[src/rtl/hazard_controller.sv]
// -----------------------------------------------------------------------------
// hazard_controller
//
// Pipeline hazard unit. It covers four jobs:
//   * Stalls the whole pipe while a MEMEX memory access waits for its ack.
//   * Aborts that access after MEM_TIMEOUT wait cycles.
//   * Flushes ID/EX on a taken branch resolved in EX.
//   * Handles data hazards on the instruction in ID. With forwarding enabled
//     only load-use stalls. Without it, a full interlock is used.
//
// Configuration macro: HAZARD_FORWARDING_EN
//   defined   -> EX operands are forwarded from MEMEX/WB. Only load-use
//                hazards stall.
//   undefined -> fwd selects are tied to 00. Any ID source that matches an
//                enabled rd in EX, MEMEX or WB stalls until the match clears.
//
// Memory handshake:
//   * mem_req_MEMEX is high while MEMEX owns a memory access.
//   * mem_ack is high in the cycle the access completes.
//   * If req is high and ack is low, the pipe is frozen that same cycle.
//     It stays frozen until ack or timeout.
//
// Ports
//   clk, rst_n                       clock, async active-low reset
//   rs1/rs2_ID, rs1/rs2_used_ID      sources of the instruction in ID
//   rs1/rs2_EX                       sources of the instruction in EX
//   rd_EX, regfile_we_EX,            destination, write enable and load flag
//   mem_read_EX                        of the instruction in EX
//   rd/regfile_we_MEMEX, rd/regfile_we_WB   later-stage writers
//   mem_req_MEMEX, mem_ack           memory handshake
//   branch_taken_EX                  taken branch/jump in EX
//   stall_IF/ID/EX/MEMEX             per-stage pipeline register hold
//   invalid_ID/EX/MEMEX              bubble injection per stage
//   fwd_rs1_sel, fwd_rs2_sel         00 regfile, 01 MEMEX, 10 WB
//   mem_timeout                      one-cycle abort pulse
//   stall_count                      saturating count of stall_IF cycles
//   mem_state_dbg                    memory FSM state (1 = MEM_WAIT)
// -----------------------------------------------------------------------------
module hazard_controller #(
    parameter int unsigned MEM_TIMEOUT = 16
) (
    input  logic        clk,
    input  logic        rst_n,
    input  logic [3:0]  rs1_ID,
    input  logic [3:0]  rs2_ID,
    input  logic        rs1_used_ID,
    input  logic        rs2_used_ID,
    input  logic [3:0]  rs1_EX,
    input  logic [3:0]  rs2_EX,
    input  logic [3:0]  rd_EX,
    input  logic        regfile_we_EX,
    input  logic        mem_read_EX,
    input  logic [3:0]  rd_MEMEX,
    input  logic        regfile_we_MEMEX,
    input  logic [3:0]  rd_WB,
    input  logic        regfile_we_WB,
    input  logic        mem_req_MEMEX,
    input  logic        mem_ack,
    input  logic        branch_taken_EX,
    output logic        stall_IF,
    output logic        stall_ID,
    output logic        stall_EX,
    output logic        stall_MEMEX,
    output logic        invalid_ID,
    output logic        invalid_EX,
    output logic        invalid_MEMEX,
    output logic [1:0]  fwd_rs1_sel,
    output logic [1:0]  fwd_rs2_sel,
    output logic        mem_timeout,
    output logic [15:0] stall_count,
    output logic        mem_state_dbg
);

    typedef enum logic {MEM_IDLE = 1'b0, MEM_WAIT = 1'b1} mem_state_t;

    mem_state_t  state_q, state_d;
    logic [7:0]  wait_cnt_q, wait_cnt_d;
    logic [15:0] stall_count_q, stall_count_d;
    logic        branch_pend_q, branch_pend_d;

    logic mem_stall, timeout_hit, flush_req, flush;
    logic load_use, data_hazard, dh_stall;

    // x0 is hardwired to zero, so it never creates a dependency.
    function automatic logic reg_match(input logic [3:0] a, input logic [3:0] b);
        return (a != 4'd0) && (a == b);
    endfunction

    function automatic logic id_hit(input logic [3:0] rd);
        return (rs1_used_ID && reg_match(rs1_ID, rd)) ||
               (rs2_used_ID && reg_match(rs2_ID, rd));
    endfunction

`ifdef HAZARD_FORWARDING_EN
    function automatic logic [1:0] fwd_sel(input logic [3:0] rs);
        if (regfile_we_MEMEX && reg_match(rs, rd_MEMEX)) return 2'b01;
        if (regfile_we_WB && reg_match(rs, rd_WB))       return 2'b10;
        return 2'b00;
    endfunction
`endif

    // Memory FSM, timeout and branch-hold bookkeeping
    always_comb begin
        state_d       = state_q;
        wait_cnt_d    = wait_cnt_q;
        mem_stall     = 1'b0;
        timeout_hit   = 1'b0;
        case (state_q)
            MEM_IDLE: begin
                wait_cnt_d = 8'd0;
                if (mem_req_MEMEX && !mem_ack) begin
                    mem_stall  = 1'b1;
                    state_d    = MEM_WAIT;
                    // The request cycle counts as the first wait cycle.
                    wait_cnt_d = 8'd1;
                end
            end
            MEM_WAIT: begin
                if (mem_ack) begin
                    // An ack always beats a coincident timeout.
                    state_d    = MEM_IDLE;
                    wait_cnt_d = 8'd0;
                end else if (wait_cnt_q == 8'(MEM_TIMEOUT - 1)) begin
                    timeout_hit = 1'b1;
                    state_d     = MEM_IDLE;
                    wait_cnt_d  = 8'd0;
                end else begin
                    mem_stall  = 1'b1;
                    wait_cnt_d = wait_cnt_q + 8'd1;
                end
            end
            default: begin
                state_d    = MEM_IDLE;
                wait_cnt_d = 8'd0;
            end
        endcase

        // A branch that resolves while the pipe is frozen is remembered.
        // The flush is then applied in the release cycle.
        flush_req     = branch_taken_EX || branch_pend_q;
        flush         = flush_req && !mem_stall;
        branch_pend_d = mem_stall ? flush_req : 1'b0;
    end

    // Data hazards on the instruction in ID
    always_comb begin
        load_use = mem_read_EX && regfile_we_EX && id_hit(rd_EX);
`ifdef HAZARD_FORWARDING_EN
        data_hazard = load_use;
        fwd_rs1_sel = fwd_sel(rs1_EX);
        fwd_rs2_sel = fwd_sel(rs2_EX);
`else
        data_hazard = load_use ||
                      (regfile_we_EX    && id_hit(rd_EX))    ||
                      (regfile_we_MEMEX && id_hit(rd_MEMEX)) ||
                      (regfile_we_WB    && id_hit(rd_WB));
        fwd_rs1_sel = 2'b00;
        fwd_rs2_sel = 2'b00;
`endif
        // Priority: memory stall > timeout abort > branch flush > data hazard.
        dh_stall = data_hazard && !mem_stall && !timeout_hit && !flush_req;
    end

`ifndef HAZARD_FORWARDING_EN
    logic unused_ex_srcs;
    assign unused_ex_srcs = ^{rs1_EX, rs2_EX};
`endif

    // Outputs
    // While in reset, nothing holds and every stage reads as a bubble.
    always_comb begin
        stall_IF      = 1'b0;
        stall_ID      = 1'b0;
        stall_EX      = 1'b0;
        stall_MEMEX   = 1'b0;
        invalid_ID    = 1'b1;
        invalid_EX    = 1'b1;
        invalid_MEMEX = 1'b1;
        mem_timeout   = 1'b0;
        if (rst_n) begin
            stall_IF      = mem_stall || dh_stall;
            stall_ID      = mem_stall || dh_stall;
            stall_EX      = mem_stall;
            stall_MEMEX   = mem_stall;
            invalid_ID    = flush;
            invalid_EX    = flush || dh_stall;
            invalid_MEMEX = timeout_hit;
            mem_timeout   = timeout_hit;
        end
        stall_count_d = (stall_IF && stall_count_q != 16'hFFFF) ?
                        stall_count_q + 16'd1 : stall_count_q;
    end

    always_ff @(posedge clk or negedge rst_n) begin
        if (!rst_n) begin
            state_q       <= MEM_IDLE;
            wait_cnt_q    <= 8'd0;
            stall_count_q <= 16'd0;
            branch_pend_q <= 1'b0;
        end else begin
            state_q       <= state_d;
            wait_cnt_q    <= wait_cnt_d;
            stall_count_q <= stall_count_d;
            branch_pend_q <= branch_pend_d;
        end
    end

    assign stall_count   = stall_count_q;
    assign mem_state_dbg = (state_q == MEM_WAIT);

endmodule
[config.mk]
export PLATFORM = sky130hd
export DESIGN_NAME = hazard_controller
export DESIGN_NICKNAME = d
export VERILOG_FILES = /design/src/rtl/hazard_controller.sv
export SDC_FILE = /design/constraint.sdc
export NUM_CORES = 1
export LEC_CHECK = 0
export CORE_MARGIN = 2
export CORE_UTILIZATION = 47
export DETAILED_ROUTE_END_ITERATION = 7
export GPL_ROUTABILITY_DRIVEN = 0
export PLACE_DENSITY = 0.91
export SLEW_MARGIN = 25
export SYNTH_ARGS = -nofsm -noshare
export SYNTH_HDL_FRONTEND = slang
export SYNTH_SLANG_ARGS = --single-unit
[constraint.sdc]
create_clock -name clk -period 4.2 [get_ports clk]
set_clock_uncertainty 0.05 [all_clocks]
set_input_delay 0.84 -clock clk [delete_from_list [all_inputs] [get_ports clk]]
set_output_delay 0.84 -clock clk [all_outputs]
set_load 0.02 [all_outputs]
==> qor.txt <==
Initial DRT Pass Iterations -> 4
Hold Path Class -> register to register
Critical Path Start Type -> input port
Reg2reg end -> stall_count[1]
# setup viols final -> 0
Top Ports -> 68
Power Density -> 299 nW/µm²
Final #Nets -> 272
Setup TNS -> 0 ps
Outcome -> complete, no violations
Netlist cell types -> 40
Die Height -> 65.4 µm
Synth area leader -> dfrtp_1
CP Data Required Time -> 3310 ps
Clk sink count -> 26
EDFF count, synth -> 0
Register area share after synthesis -> 36.7%
WL final -> 4110 µm
Util after Layout -> 67.5%
First-pass GRT wire length -> 6990 µm
Layout Cells excl Fill -> 278
RSZ-0062 raised after global routing -> false
Maximum vdd drop -> 484 µV
Final Max Tran Viols -> 0
Crit-path cells -> clkdlybuf4s50_1 > o41a_1 > nand3_1 > nor4_2 > nor4_4 > nand2_1 > a21o_1 > clkdlybuf4s50_1
Crit end category -> output pin
Worst path bufs/invs -> 2
Vias per cell -> 5.33
Via count -> 1482
Final global-route overflow total -> 0
Worst-path clk slew -> 80 ps
Post-synth top cells -> 26 x dfrtp_1, 23 x xnor2_1, 21 x xor2_1
Largest net degree at the start of global routing -> 30
DP Wirelength -> 3210 µm
Synthesized instance count -> 169
Reg2reg setup slack -> 1680 ps
H-tree depth -> 1
Post-synth ARST share -> 100%
DRT iter0 DRCs -> 49
Most used cell, CP -> clkdlybuf4s50_1
WP data arrival -> 3160 ps
Detail Route Antenna Nets -> 0
Synth Area per Inst -> 10.5 µm²
Post-CTS setup buffer count -> 0
Post-route cell area -> 2450 µm²
CTS buffer count -> 3
Main flop type after synthesis -> dfrtp_1
CP top delay family -> buffers and inverters
Final worst path period need -> 4050 ps
P&R area growth vs syn -> 38.3%
Synth top area share -> 36.7%
Clock root buffer master -> clkbuf_8
Post-DR wirelength/cell -> 14.8 µm
Initial antenna violation count -> 0
All-Layer GR Usage -> 21.1%
Inserted Diodes -> 0
Count leader, synth -> dfrtp_1
Worst-Skew Late Latency -> 270 ps
Total of warnings raised by yosys -> 0
Maxcap violations -> 0
Crit path depth -> 8
Placed insts -> 274
CTS tree -> yes
Number of gates resized after CTS -> 0
Starting density of the core -> 48.8%
Area of the multi-input gates -> 1070 µm²
Crit path launch -> rs2_ID[3]
Worst r2r src -> wait_cnt_q[0]
Seq. cell area -> 651 µm²
Die W -> 65.4 µm
Tcrit/Tclk final -> 96.5%
Crit-path max cell delay -> 530 ps
Die area -> 4280 µm²
Fillers -> 307
CP Max Fanout -> 4
Final hold violation count -> 0
Achievable frequency -> 247 MHz
Dpl cell area -> 2380 µm²
Share of layout cells above drive strength 1 -> 15.7%
Top cells by area, synth -> dfrtp_1 37%, xnor2_1 11%, xor2_1 10%
Vias in the first global route -> 1536
Site Rows -> 22
Mapped Area -> 1770 µm²
Hold Path Stages -> 1
Setup CP Type -> input port to output pin
Yosys reg bits -> 26
Worst Reg-to-Reg Cells -> 9
Lkg Pwr -> 0.000985 µW
Post-CTS Hold Buffers -> 0
CP max-delay cell -> clkdlybuf4s50_1
Detailed-route DRC error count -> 0
Worst setup path end -> invalid_EX
CTS max path bufs -> 2
IO buf count -> 54
Core Area -> 3630 µm²
cells by family (layout without fill, tap and decap cells):
family,Yosys count,count (layout),share of synthesized area [%]
simple gates,71,71,26.6
xor+xnor,44,44,21.7
flops,26,26,36.7
compound gates,14,14,8.33
buf+inv,9,67,3.60
fa+ha+maj,2,2,1.41
mux,2,2,1.41
other cells,1,4,0.212
cell usage in the layout (no fill, tap or decap), types with 2 or more instances in the layout:
master / instances
nor3_1: 2
and2_1: 3
buf_4: 7
nor4_1: 2
conb_1: 4
inv_1: 2
nand2_1: 5
nor2b_1: 2
ha_1: 2
a21oi_1: 2
nor4_2: 5
and3_1: 9
xnor2_1: 23
nand3_2: 6
nand4_1: 6
nand2_2: 3
xor2_1: 21
nand3_1: 10
dfrtp_1: 26
nor2_1: 11
clkbuf_8: 3
a31oi_1: 2
o41a_1: 2
clkdlybuf4s50_1: 54
worst reg2reg max path: cells and delay by family (launching register included):
kind                       cells  cell delay (ps)
buffers and inverters          1              280
muxes                          1              300
adders and majority gates      1              230
DFF                            1              410
and+or+nand+nor                4              600
AOI/OAI and AO/OA              2              530
worst min-delay path by stage:
stage / endpoint / from
floorplan: branch_pend_q / branch_pend_q
global placement: stall_count[10] / stall_count[10]
detailed placement: stall_count[10] / stall_count[10]
CTS: stall_count[8] / stall_count[8]
global route: stall_count[7] / stall_count[7]
finish: stall_count[8] / stall_count[8]
layout make-up:
cell class	instances	share of cell area, %
clock inverter	1	1.22
tap	48	2.45
sequential	26	26.5
multi-input combinational	137	43.6
clock buffer	3	1.68
timing repair buffer	61	24.2
inverter	2	0.306
routing by layer:
layer  vias to the layer above  part of all wire, %  global-route usage [%]
met5                         -                    0                       0
met4                         0                  1.0                    4.95
met3                         6                  4.2                    4.11
met2                        39                   52                    39.3
met1                       727                   43                    24.9
li1                        710                    -                       -
sequential cells by signal, summed over array words and instances, names as in the netlist:
register       flops
wait_cnt_q         8
branch_pend_q      1
mem_state_dbg      1
stall_count       16
stage by stage:
stage	setup slack [ps]	hold slack (ps)	power [µW]
floorplan	1060	433	420
global placement	180	424	521
detailed placement	139	434	530
CTS	132	453	741
global route	46.6	465	771
finish	148	446	734
where the power goes:
part | leakage [µW] | total [µW] | switching [µW] | internal [µW]
sequential | 0.000354 | 304 | 33.1 | 271
clock | 0.0000357 | 207 | 79.3 | 128
combinational | 0.000596 | 224 | 111 | 113
total | 0.000985 | 734 | 223 | 511
Power figures use the tool's default switching activity.
